## src/rtl/memory_stage_pkg.sv

```systemverilog
// Shared definitions for the memory stage: FSM state encoding, access-size
// encoding and helpers that derive the lane geometry from the datapath width.
package memory_stage_pkg;

    typedef enum logic [1:0] {
        IDLE    = 2'd0,
        REQ     = 2'd1,
        WAIT_RD = 2'd2
    } state_e;

    localparam logic SIZE_BYTE = 1'b0;
    localparam logic SIZE_WORD = 1'b1;

    // Number of byte lanes in one bus word.
    function automatic int lanes_f(input int data_w);
        return data_w / 8;
    endfunction

    // Width of the lane index; kept at least 1 so the lane field always exists.
    function automatic int lane_w_f(input int data_w);
        int lanes;
        lanes = data_w / 8;
        return (lanes > 1) ? $clog2(lanes) : 1;
    endfunction

endpackage

```

## src/rtl/mem_lane_align.sv

```systemverilog
// Combinational byte-lane steering for the memory stage.
// Ports:
//   lane, size, load_signed  - access geometry of the instruction in flight
//   wdata_in                 - store data from execute
//   rdata                    - read data returned by the bus
//   be, wdata_out            - byte enables and lane-replicated store data
//   load_data                - extracted and extended load result
module mem_lane_align
    import memory_stage_pkg::*;
#(
    parameter int DATA_W = 24,
    localparam int LANES = lanes_f(DATA_W),
    localparam int LANE_W = lane_w_f(DATA_W)
) (
    input  logic [LANE_W-1:0] lane,
    input  logic              size,
    input  logic              load_signed,
    input  logic [DATA_W-1:0] wdata_in,
    input  logic [DATA_W-1:0] rdata,
    output logic [LANES-1:0]  be,
    output logic [DATA_W-1:0] wdata_out,
    output logic [DATA_W-1:0] load_data
);

    logic [7:0] byte_sel;

    // A byte store drives only its own lane but replicates the byte on every
    // lane, so the memory never needs to shift the data itself.
    always_comb begin
        be        = '0;
        wdata_out = '0;
        if (size == SIZE_WORD) begin
            be        = '1;
            wdata_out = wdata_in;
        end else begin
            for (int i = 0; i < LANES; i++) begin
                be[i]              = (int'(lane) == i);
                wdata_out[8*i +: 8] = wdata_in[7:0];
            end
        end
    end

    // Lane indices beyond the last lane select nothing; such accesses are
    // rejected as misaligned before they ever reach the bus.
    always_comb begin
        byte_sel = '0;
        for (int i = 0; i < LANES; i++) begin
            if (int'(lane) == i) begin
                byte_sel = rdata[8*i +: 8];
            end
        end
        if (size == SIZE_WORD) begin
            load_data = rdata;
        end else begin
            load_data = {{(DATA_W-8){load_signed & byte_sel[7]}}, byte_sel};
        end
    end

endmodule

```

## src/rtl/memory_stage_bus.sv

```systemverilog
// Pipeline memory stage between execute and writeback, talking to a
// req/gnt/rvalid data-memory bus of variable latency.
// Ports:
//   clk, reset (async, active-low)
//   in_valid/in_ready + instruction fields     - from execute
//   dmem_req/we/addr/be/wdata, dmem_gnt,
//   dmem_rvalid/rdata                          - data-memory bus
//   out_valid, reg_we_out, reg_to_write_out,
//   data_to_write_out, out_err                 - to writeback
module memory_stage_bus
    import memory_stage_pkg::*;
#(
    parameter int DATA_W  = 24,
    parameter int ADDR_W  = 14,
    parameter int REG_W   = 4,
    parameter int TIMEOUT = 16
) (
    input  logic                clk,
    input  logic                reset,
    input  logic                in_valid,
    output logic                in_ready,
    input  logic                mem_we,
    input  logic                mem_re,
    input  logic                size,
    input  logic                load_signed,
    input  logic                mem_to_reg,
    input  logic                reg_we,
    input  logic [REG_W-1:0]    reg_to_write,
    input  logic [DATA_W-1:0]   result,
    input  logic [DATA_W-1:0]   data_to_write,
    output logic                dmem_req,
    output logic                dmem_we,
    output logic [ADDR_W-1:0]   dmem_addr,
    output logic [DATA_W/8-1:0] dmem_be,
    output logic [DATA_W-1:0]   dmem_wdata,
    input  logic                dmem_gnt,
    input  logic                dmem_rvalid,
    input  logic [DATA_W-1:0]   dmem_rdata,
    output logic                out_valid,
    output logic                reg_we_out,
    output logic [REG_W-1:0]    reg_to_write_out,
    output logic [DATA_W-1:0]   data_to_write_out,
    output logic                out_err
);

    localparam int LANES  = lanes_f(DATA_W);
    localparam int LANE_W = lane_w_f(DATA_W);
    localparam int CNT_W  = (TIMEOUT > 0) ? $clog2(TIMEOUT + 1) : 1;
    localparam logic [LANE_W:0] LANES_V   = (LANE_W+1)'(LANES);
    localparam logic [CNT_W:0]  TIMEOUT_V = (CNT_W+1)'(TIMEOUT);

    state_e state_q, state_d;
    logic [CNT_W-1:0]  cnt_q, cnt_d;
    logic              h_store_q, h_store_d;
    logic              h_size_q, h_size_d;
    logic              h_signed_q, h_signed_d;
    logic              h_m2r_q, h_m2r_d;
    logic              h_reg_we_q, h_reg_we_d;
    logic [REG_W-1:0]  h_rd_q, h_rd_d;
    logic [DATA_W-1:0] h_result_q, h_result_d;
    logic [DATA_W-1:0] h_wdata_q, h_wdata_d;
    logic              out_valid_q, out_valid_d;
    logic              out_err_q, out_err_d;
    logic              out_reg_we_q, out_reg_we_d;
    logic [REG_W-1:0]  out_rd_q, out_rd_d;
    logic [DATA_W-1:0] out_data_q, out_data_d;

    logic              accept, is_mem, misaligned, req_active;
    logic              retire, abort, timeout_hit;
    logic [LANE_W-1:0] lane_in;
    logic [CNT_W:0]    cnt_inc;
    logic [DATA_W-1:0] wb_data, load_data, lane_wdata;
    logic [LANES-1:0]  lane_be;

    // Lane steering works from the held instruction so bus fields stay stable
    // while the request waits for a grant.
    mem_lane_align #(.DATA_W(DATA_W)) u_align (
        .lane        (h_result_q[LANE_W-1:0]),
        .size        (h_size_q),
        .load_signed (h_signed_q),
        .wdata_in    (h_wdata_q),
        .rdata       (dmem_rdata),
        .be          (lane_be),
        .wdata_out   (lane_wdata),
        .load_data   (load_data)
    );

    assign accept      = in_valid & (state_q == IDLE);
    assign is_mem      = mem_we | mem_re;
    assign lane_in     = result[LANE_W-1:0];
    assign misaligned  = ({1'b0, lane_in} >= LANES_V) ||
                         ((size == SIZE_WORD) && (lane_in != '0));
    assign cnt_inc     = {1'b0, cnt_q} + 1'b1;
    // Abort fires in the cycle that would bring the count up to TIMEOUT.
    assign timeout_hit = (TIMEOUT != 0) && (cnt_inc == TIMEOUT_V);
    assign req_active  = (state_q == REQ);

    // Next-state and output-register logic. A grant or read response in the
    // same cycle as the timeout is handled first, so it wins over the abort.
    always_comb begin
        state_d      = state_q;
        cnt_d        = cnt_q;
        h_store_d    = h_store_q;
        h_size_d     = h_size_q;
        h_signed_d   = h_signed_q;
        h_m2r_d      = h_m2r_q;
        h_reg_we_d   = h_reg_we_q;
        h_rd_d       = h_rd_q;
        h_result_d   = h_result_q;
        h_wdata_d    = h_wdata_q;
        out_valid_d  = 1'b0;
        out_err_d    = 1'b0;
        out_reg_we_d = out_reg_we_q;
        out_rd_d     = out_rd_q;
        out_data_d   = out_data_q;
        retire       = 1'b0;
        abort        = 1'b0;
        wb_data      = h_m2r_q ? '0 : h_result_q;

        case (state_q)
            IDLE: begin
                if (accept) begin
                    if (!is_mem || misaligned) begin
                        out_valid_d  = 1'b1;
                        out_err_d    = is_mem & misaligned;
                        out_reg_we_d = reg_we;
                        out_rd_d     = reg_to_write;
                        out_data_d   = mem_to_reg ? '0 : result;
                    end else begin
                        h_store_d  = mem_we;
                        h_size_d   = size;
                        h_signed_d = load_signed;
                        h_m2r_d    = mem_to_reg;
                        h_reg_we_d = reg_we;
                        h_rd_d     = reg_to_write;
                        h_result_d = result;
                        h_wdata_d  = data_to_write;
                        cnt_d      = '0;
                        state_d    = REQ;
                    end
                end
            end
            REQ: begin
                if (dmem_gnt) begin
                    if (h_store_q) begin
                        retire = 1'b1;
                    end else begin
                        cnt_d   = cnt_inc[CNT_W-1:0];
                        state_d = WAIT_RD;
                    end
                end else if (timeout_hit) begin
                    abort = 1'b1;
                end else begin
                    cnt_d = cnt_inc[CNT_W-1:0];
                end
            end
            WAIT_RD: begin
                if (dmem_rvalid) begin
                    retire  = 1'b1;
                    wb_data = h_m2r_q ? load_data : h_result_q;
                end else if (timeout_hit) begin
                    abort = 1'b1;
                end else begin
                    cnt_d = cnt_inc[CNT_W-1:0];
                end
            end
            default: state_d = IDLE;
        endcase

        if (retire || abort) begin
            out_valid_d  = 1'b1;
            out_err_d    = abort;
            out_reg_we_d = h_reg_we_q;
            out_rd_d     = h_rd_q;
            out_data_d   = wb_data;
            cnt_d        = '0;
            state_d      = IDLE;
        end
    end

    // All state, holding and output registers clear asynchronously.
    always_ff @(posedge clk or negedge reset) begin
        if (!reset) begin
            state_q      <= IDLE;
            cnt_q        <= '0;
            h_store_q    <= 1'b0;
            h_size_q     <= 1'b0;
            h_signed_q   <= 1'b0;
            h_m2r_q      <= 1'b0;
            h_reg_we_q   <= 1'b0;
            h_rd_q       <= '0;
            h_result_q   <= '0;
            h_wdata_q    <= '0;
            out_valid_q  <= 1'b0;
            out_err_q    <= 1'b0;
            out_reg_we_q <= 1'b0;
            out_rd_q     <= '0;
            out_data_q   <= '0;
        end else begin
            state_q      <= state_d;
            cnt_q        <= cnt_d;
            h_store_q    <= h_store_d;
            h_size_q     <= h_size_d;
            h_signed_q   <= h_signed_d;
            h_m2r_q      <= h_m2r_d;
            h_reg_we_q   <= h_reg_we_d;
            h_rd_q       <= h_rd_d;
            h_result_q   <= h_result_d;
            h_wdata_q    <= h_wdata_d;
            out_valid_q  <= out_valid_d;
            out_err_q    <= out_err_d;
            out_reg_we_q <= out_reg_we_d;
            out_rd_q     <= out_rd_d;
            out_data_q   <= out_data_d;
        end
    end

    // Bus fields are zero outside REQ so an idle or reset stage shows a quiet bus.
    assign in_ready          = (state_q == IDLE);
    assign dmem_req          = req_active;
    assign dmem_we           = req_active & h_store_q;
    assign dmem_addr         = req_active ? h_result_q[ADDR_W+LANE_W-1:LANE_W] : '0;
    assign dmem_be           = req_active ? lane_be : '0;
    assign dmem_wdata        = req_active ? lane_wdata : '0;
    assign out_valid         = out_valid_q;
    assign out_err           = out_err_q;
    assign reg_we_out        = out_reg_we_q & out_valid_q & ~out_err_q;
    assign reg_to_write_out  = out_rd_q;
    assign data_to_write_out = out_data_q;

endmodule
```

## config.mk

```make
export PLATFORM = sky130hd
export DESIGN_NAME = memory_stage_bus
export DESIGN_NICKNAME = d
export VERILOG_FILES = /design/src/rtl/memory_stage_pkg.sv /design/src/rtl/mem_lane_align.sv /design/src/rtl/memory_stage_bus.sv
export SDC_FILE = /design/constraint.sdc
export NUM_CORES = 1
export LEC_CHECK = 0
export ABC_AREA = 0
export CORE_MARGIN = 4
export CORE_UTILIZATION = 48
export DETAILED_ROUTE_END_ITERATION = 12
export PLACE_DENSITY_LB_ADDON = 0.05
export SLEW_MARGIN = 5
export SYNTH_ARGS = -nofsm -noshare
export SYNTH_HDL_FRONTEND = slang
export SYNTH_HIERARCHICAL = 1
export SYNTH_SLANG_ARGS = --single-unit
```

## constraint.sdc

```tcl
create_clock -name clk -period 2.8 [get_ports clk]
set_input_delay 0.56 -clock clk [delete_from_list [all_inputs] [get_ports clk]]
set_output_delay 0.56 -clock clk [all_outputs]
set_load 0.05 [all_outputs]
```

Yosys cells after proc, flatten, opt, wreduce, memory -nomap -nowiden
Index checks and enable logic that the tools add are counted.
Widths: inputs -> output; s select.

cells by class
  divide/modulo/power cells = 0
  shift-type cells = 0
  mux-type cells = 56
  bitwise operators = 9
  $mul = 0
  add/subtract/negate cells = 1
  equal/unequal tests = 12
  order comparisons = 1
  reductions and logical operators = 16

operators with widths
  operator             number
  $mux 24              12
  $mux 5               7
  $mux 8               3
  $mux 1               18
  $mux 4               4
  $pmux 5 s3           1
  $mux 14              1
  $mux 2               5
  $reduce_and 5->1     2
  $ne 3x2->1 const B   3
  $reduce_bool 2->1    4
  $add 5x1->6 const B  1
  $and 1x1->1          6
  $eq 2x2->1 const B   3
  $eq 6x5->1 const B   1
  $mux 3               2
  $pmux 2 s3           1
  $reduce_and 3->1     2
  $logic_not 2->1      2
  $ne 4x3->1 const B   1
  $pmux 1 s2           2
  $reduce_bool 4->1    1
  $logic_or 1x1->1     3
  $ne 3x1->1 const B   1
  other kinds (8)      9

storage, ports and cells
  bits in latches = 0
  bits in writable memories = 0
  word-level logic and storage cells = 110
  memory bits (read-only) = 0
  register bits after elaboration = 95
  input port bits = 87
  output and inout port bits = 75
  memories kept = 0

Logic depth before layout (Yosys ltp)
  depth after elaboration = 10
  depth in mapped cells = 10
  gate-level depth less buffers = 8

Modules after synthesis
The synthesis kept the hierarchy.

by module, submodules not included
  module            cells an instance  seq. area each (um^2)  instances  area each (um^2)
  memory_stage_bus  413                2377.3                 1          4778.3
  mem_lane_align    115                0.0                    1          684.4

Least setup slack after synthesis
No wires, ideal clock.

  kind = register to output
  start point = register state_q[1]
  end point = output dmem_addr[0]
  buffers on the path = 2
  path slack = 379 ps
  data required time = 2240 ps
  stages on the path, launching flop included = 6
  data arrival time = 1861 ps
  path through = dfrtp_1 -> inv_1 -> ha_1 -> clkbuf_2 -> clkbuf_1 -> and2_1

between the ends
  cells in the longest elaborated chain, start to end = 2

ends and longest elaborated chain
  item                    RTL line                 RTL
  from (decl)             memory_stage_bus.sv:52   state_e state_q, state_d;
  from (signal assigned)  memory_stage_bus.sv:200  state_q <= state_d;
  $eq 2x1->1              memory_stage_bus.sv:96   assign req_active = (state_q == REQ);
  net dmem_req            memory_stage_bus.sv:31   output logic dmem_req,
  $mux 14                 memory_stage_bus.sv:222  assign dmem_addr = req_active ? h_result_q[ADDR_W+LANE_W-1:LANE_W] : '0;
  to (decl)               memory_stage_bus.sv:33   output logic [ADDR_W-1:0] dmem_addr,

The timed path passes the listed nets, and every way through them passes these cells.

Worst setup path after layout
  start point = register state_q[1]
  end point = output dmem_addr[13]

between the ends
  cells in the longest elaborated chain, start to end = 2

ends and longest elaborated chain
  item        RTL line
  $eq 2x1->1  memory_stage_bus.sv:96
  $mux 14     memory_stage_bus.sv:222

No other way between the ends.

==> impl_results.rst <==
.. list-table::
   :header-rows: 1

   * - Metric
     - Value
   * - Number of buffers on the longest clock path
     - 2
   * - Proportion of layout cells with a drive suffix above 1
     - between 20 and 25%
   * - Largest net degree at the start of global routing
     - 57
   * - Vias/cell
     - 5.722
   * - Critical path's top delay family
     - buffers and inverters
   * - Area of the die
     - ~13000 um2
   * - CTS tree
     - built
   * - Areal power density over the cells
     - 1247 nW/um2
   * - Part of the power in combinational logic
     - just over 60%
   * - Cell internal pwr
     - 0.005298 W
   * - Hold_buf cts
     - 0
   * - Asr flop ratio synth
     - between 90% and 100%
   * - Number of violations of the max-capacitance limit
     - 0
   * - Met1 layer usage reported by global route
     - 30.75%
   * - Main area contributors after synthesis
     - sky130_fd_sc_hd__dfrtp_1 44%, sky130_fd_sc_hd__mux2_2 12%, sky130_fd_sc_hd__a21oi_1 6.0%
   * - Source of the worst register-to-register timing path
     - state_q[1]$_DFFE_PN0P_
   * - Maximum level of the CTS H-tree
     - 3
   * - Register share of total power
     - between 20 and 30%
   * - Clock-pin slew on the worst setup and hold paths
     - 70 ps
   * - Placement row count
     - 38
   * - RePlAce Congestion
     - 0.8650
   * - Worst-Skew Late Latency
     - 340 ps
   * - Inserted Diodes
     - 0
   * - Cell type with the highest aggregate area in the netlist
     - sky130_fd_sc_hd__dfrtp_1
   * - Fraction of the yosys area taken by sequential cells
     - a little over two fifths
   * - Transition time of the tightest slew-check pin
     - 1022 ps
   * - RSZ-0062 raised after global routing
     - no
   * - Initial Util
     - 49.74%
   * - GR met2 Demand/Resource
     - 41.91%
   * - Antenna violations before repair
     - 0
   * - Routed WL per cell
     - 19.55 um
   * - Initial DRT Pass Iterations
     - 5
   * - Number of setup buffers added after CTS
     - 0
   * - Worst setup EP type
     - primary output
   * - Detailed placement HPWL
     - 11330 um
   * - I/O pin count
     - 162
   * - Clock Skews
     - 10.31 ps
   * - Slowest cell on crit path
     - sky130_fd_sc_hd__dfrtp_1
   * - Count of flip-flops with a built-in enable after synthesis
     - 0
   * - Drt drc
     - 0
   * - Global routing usage on met3
     - approximately 7.2%
   * - Static leakage power
     - around 3.4 nW
   * - Synthesis Warnings
     - 6
   * - Via count of the first global-routing pass
     - about 4800
   * - CTS sink cnt
     - 95
   * - Starting DRT DRC Count
     - 415
   * - Count of instances resized after the clock tree is built
     - 0
   * - GRT Util Overall
     - 24.64%
   * - Number of buffer and inverter stages on the critical path
     - 3
   * - Wire length of the first global-routing pass
     - between 20000 and 30000 um
   * - Netlist Area Pre-Place
     - 5463 um2
   * - Switching power as a share of total power
     - 45.96%
   * - Post-route worst setup slack
     - roughly 180 ps
   * - Gate count after technology mapping
     - approximately 530
   * - Number of fillers in the final layout
     - 839
   * - Reg-to-reg critical path endpoint
     - state_q[0]$_DFFE_PN0P_
   * - Final hold violation count
     - 0
   * - Number of buffers added by the clock tree synthesis step
     - 9
   * - Worst setup slack before clock tree synthesis
     - around 300 ps
   * - Clock network fraction of design power
     - 12.2%
   * - Upper clock frequency limit
     - 381.1 MHz
   * - Worst ir drop on vdd
     - 0.0007909 V
   * - Maximum cell stage delay along the critical path
     - 410 ps
   * - Vias
     - 4629
   * - Run status
     - complete, no violations
   * - Finish-stage setup viols
     - 0
   * - Final clock period utilization by the worst path
     - approximately 94%
   * - DRT antenna net count
     - 0
   * - Layer carrying the most global-route usage
     - met2
   * - Path depth of the worst reg2reg path
     - 9
   * - Chip width
     - 114.7 um
   * - Relative slew margins
     - 31.77%
   * - Power spent charging and discharging nets
     - ~0.0045 W
   * - Die Height
     - 114.7 um
   * - Mean instance size in the synthesized netlist
     - around 10 um2
   * - Data required time at the worst endpoint
     - around 2200 ps
   * - Worst hold-check path type
     - primary input to async pin
   * - Crit path time final
     - 2624 ps
   * - Number of synthesized register bits
     - 95
   * - Wirelength, routed
     - 15820 um
   * - Largest fanout of any net on the critical path
     - 41
   * - Total negative setup slack
     - 0 ps
   * - Cells along the critical path
     - inv_1 > ha_1 > buf_4 > and2_1 > buf_12
   * - Crit path DAT
     - 2060 ps
   * - Crit path kind
     - flip-flop to primary output
   * - Number of input and output port buffers inserted
     - ~160
   * - Post-synth top area share
     - 43.52%
   * - Distinct cell type count of the synthesized netlist
     - 50
   * - Crit start category
     - flip-flop
   * - Core Region
     - about 11000 um2
   * - Top FF cell, synth
     - sky130_fd_sc_hd__dfrtp_1
   * - Remaining global-route overflow
     - 0
   * - Net Count, Synth
     - 622
   * - Flop-to-flop setup slack
     - 400 ps
   * - Final net count
     - 758
   * - Area growth from synthesis to final layout
     - 43.93%
   * - Final Slew Violations
     - 0
   * - Library cell used as clock root buffer
     - sky130_fd_sc_hd__clkbuf_16
-- logic make-up after synthesis --
| logic type | synth area share, % |
|---|---|
| adder cells (fa/ha/maj) | 1.809 |
| buffers and inverters | 5.680 |
| AO/OA/AOI/OAI | 19.35 |
| multiplexers | 12.83 |
| AND/OR/NAND/NOR | 16.35 |
| flip-flops | 43.52 |
| XOR/XNOR | 0.4582 |
-- cell usage after synthesis (7+ instances only) --
master,number
sky130_fd_sc_hd__a221oi_1,14
sky130_fd_sc_hd__buf_4,12
sky130_fd_sc_hd__nand2b_1,11
sky130_fd_sc_hd__and2_1,42
sky130_fd_sc_hd__o21ai_0,10
sky130_fd_sc_hd__mux2_2,56
sky130_fd_sc_hd__a221oi_2,10
sky130_fd_sc_hd__nor3b_1,24
sky130_fd_sc_hd__clkbuf_1,20
sky130_fd_sc_hd__nand3_1,8
sky130_fd_sc_hd__mux2i_1,7
sky130_fd_sc_hd__ha_1,7
sky130_fd_sc_hd__inv_1,14
sky130_fd_sc_hd__a21o_1,17
sky130_fd_sc_hd__nor2_1,11
sky130_fd_sc_hd__a21oi_1,65
sky130_fd_sc_hd__a22oi_1,8
sky130_fd_sc_hd__dfrtp_1,95
sky130_fd_sc_hd__buf_2,10
sky130_fd_sc_hd__nor2b_1,8
sky130_fd_sc_hd__nand2_1,40
-- state kept, by name, summed over array words and instances (netlist names) --
signal	count
h_rd_q	4
out_valid	1
data_to_write_out	24
h_result_q	24
out_reg_we_q	1
h_reg_we_q	1
h_wdata_q	24
h_store_q	1
reg_to_write_out	4
h_size_q	1
state_q	2
h_signed_q	1
cnt_q	5
out_err	1
h_m2r_q	1
-- how the worst max path moves through the flow --
| stage | startpoint | endpoint | slack [ps] | cells past startpoint |
|---|---|---|---|---|
| after detailed placement | result[1] | state_q[0]$_DFFE_PN0P_ | 300 | 6 |
| after global placement | result[1] | state_q[0]$_DFFE_PN0P_ | 350 | 6 |
| final | state_q[1]$_DFFE_PN0P_ | dmem_addr[13] | 180 | 5 |
| after CTS | state_q[1]$_DFFE_PN0P_ | dmem_addr[13] | 140 | 5 |
| after floorplan | state_q[1]$_DFFE_PN0P_ | dmem_addr[0] | 380 | 5 |
| after global routing | state_q[1]$_DFFE_PN0P_ | dmem_addr[13] | 30 | 5 |
-- routing by layer --
| layer | wire (um) | vias to the layer above |
|---|---|---|
| met5 | 0 | - |
| li1 | - | 2161 |
| met1 | 6284 | 2258 |
| met4 | 277 | 0 |
| met2 | 7801 | 183 |
| met3 | 1454 | 27 |
-- cells in the final DEF, fill, tap and decap left out, drive strengths merged, types with 3 or more instances in the layout --
master | synthesis | final
inv | 14 | 15
a22oi | 8 | 8
o211ai | 3 | 3
nand3b | 3 | 3
a21o | 17 | 17
o21ai | 14 | 14
ha | 7 | 7
nand2b | 12 | 12
dfrtp | 95 | 95
nor2 | 11 | 11
clkinv | 0 | 3
nand2 | 40 | 40
clkbuf | 21 | 11
and2 | 42 | 42
a21oi | 65 | 65
nor3b | 25 | 25
a221oi | 25 | 25
clkdlybuf4s50 | 0 | 117
nand3 | 9 | 9
mux2i | 7 | 7
o22ai | 3 | 3
nor2b | 8 | 8
mux2 | 56 | 56
buf | 26 | 55
-- layout make-up --
type / instances / area (um2) / share of cell area (%)
repair buffers: 172 / 2172 / 27.63
flip-flops and latches: 95 / 2377 / 30.24
inverters: 14 / 52.55 / 0.6684
well taps: 140 / 175.2 / 2.228
clock inverters: 5 / 41.29 / 0.5251
clock buffers: 11 / 252.7 / 3.215
multi-input cells: 372 / 2791 / 35.50
-- power by group through the flow --
| stage | sequential (W) | clock (W) | combinational (W) |
|---|---|---|---|
| after floorplan | 0.00307 | 0 | 0.00322 |
| after detailed placement | 0.00253 | 0 | 0.00611 |
| after CTS | 0.00251 | 0.00122 | 0.00613 |
| after global routing | 0.00260 | 0.00128 | 0.00647 |
| final | 0.00251 | 0.00120 | 0.00610 |
| after global placement | 0.00248 | 0 | 0.00602 |
-- through the flow --
stage | util [%] | std cells | hold WS, ps | total power [W] | instance area (um2)
2_1_floorplan | - | 528 | 264.4 | 0.006286 | 5463
3_3_place_gp | 68.91 | 793 | 489.8 | 0.008498 | 7569
3_5_place_dp | 68.91 | 793 | 496.4 | 0.008639 | 7569
4_1_cts | 71.59 | 809 | 214.3 | 0.009867 | 7863
5_1_grt | 71.59 | 809 | 237.3 | 0.01034 | 7863
6_report | 71.59 | 809 | 206.1 | 0.009804 | 7863
(Power assumes the default switching activity.)
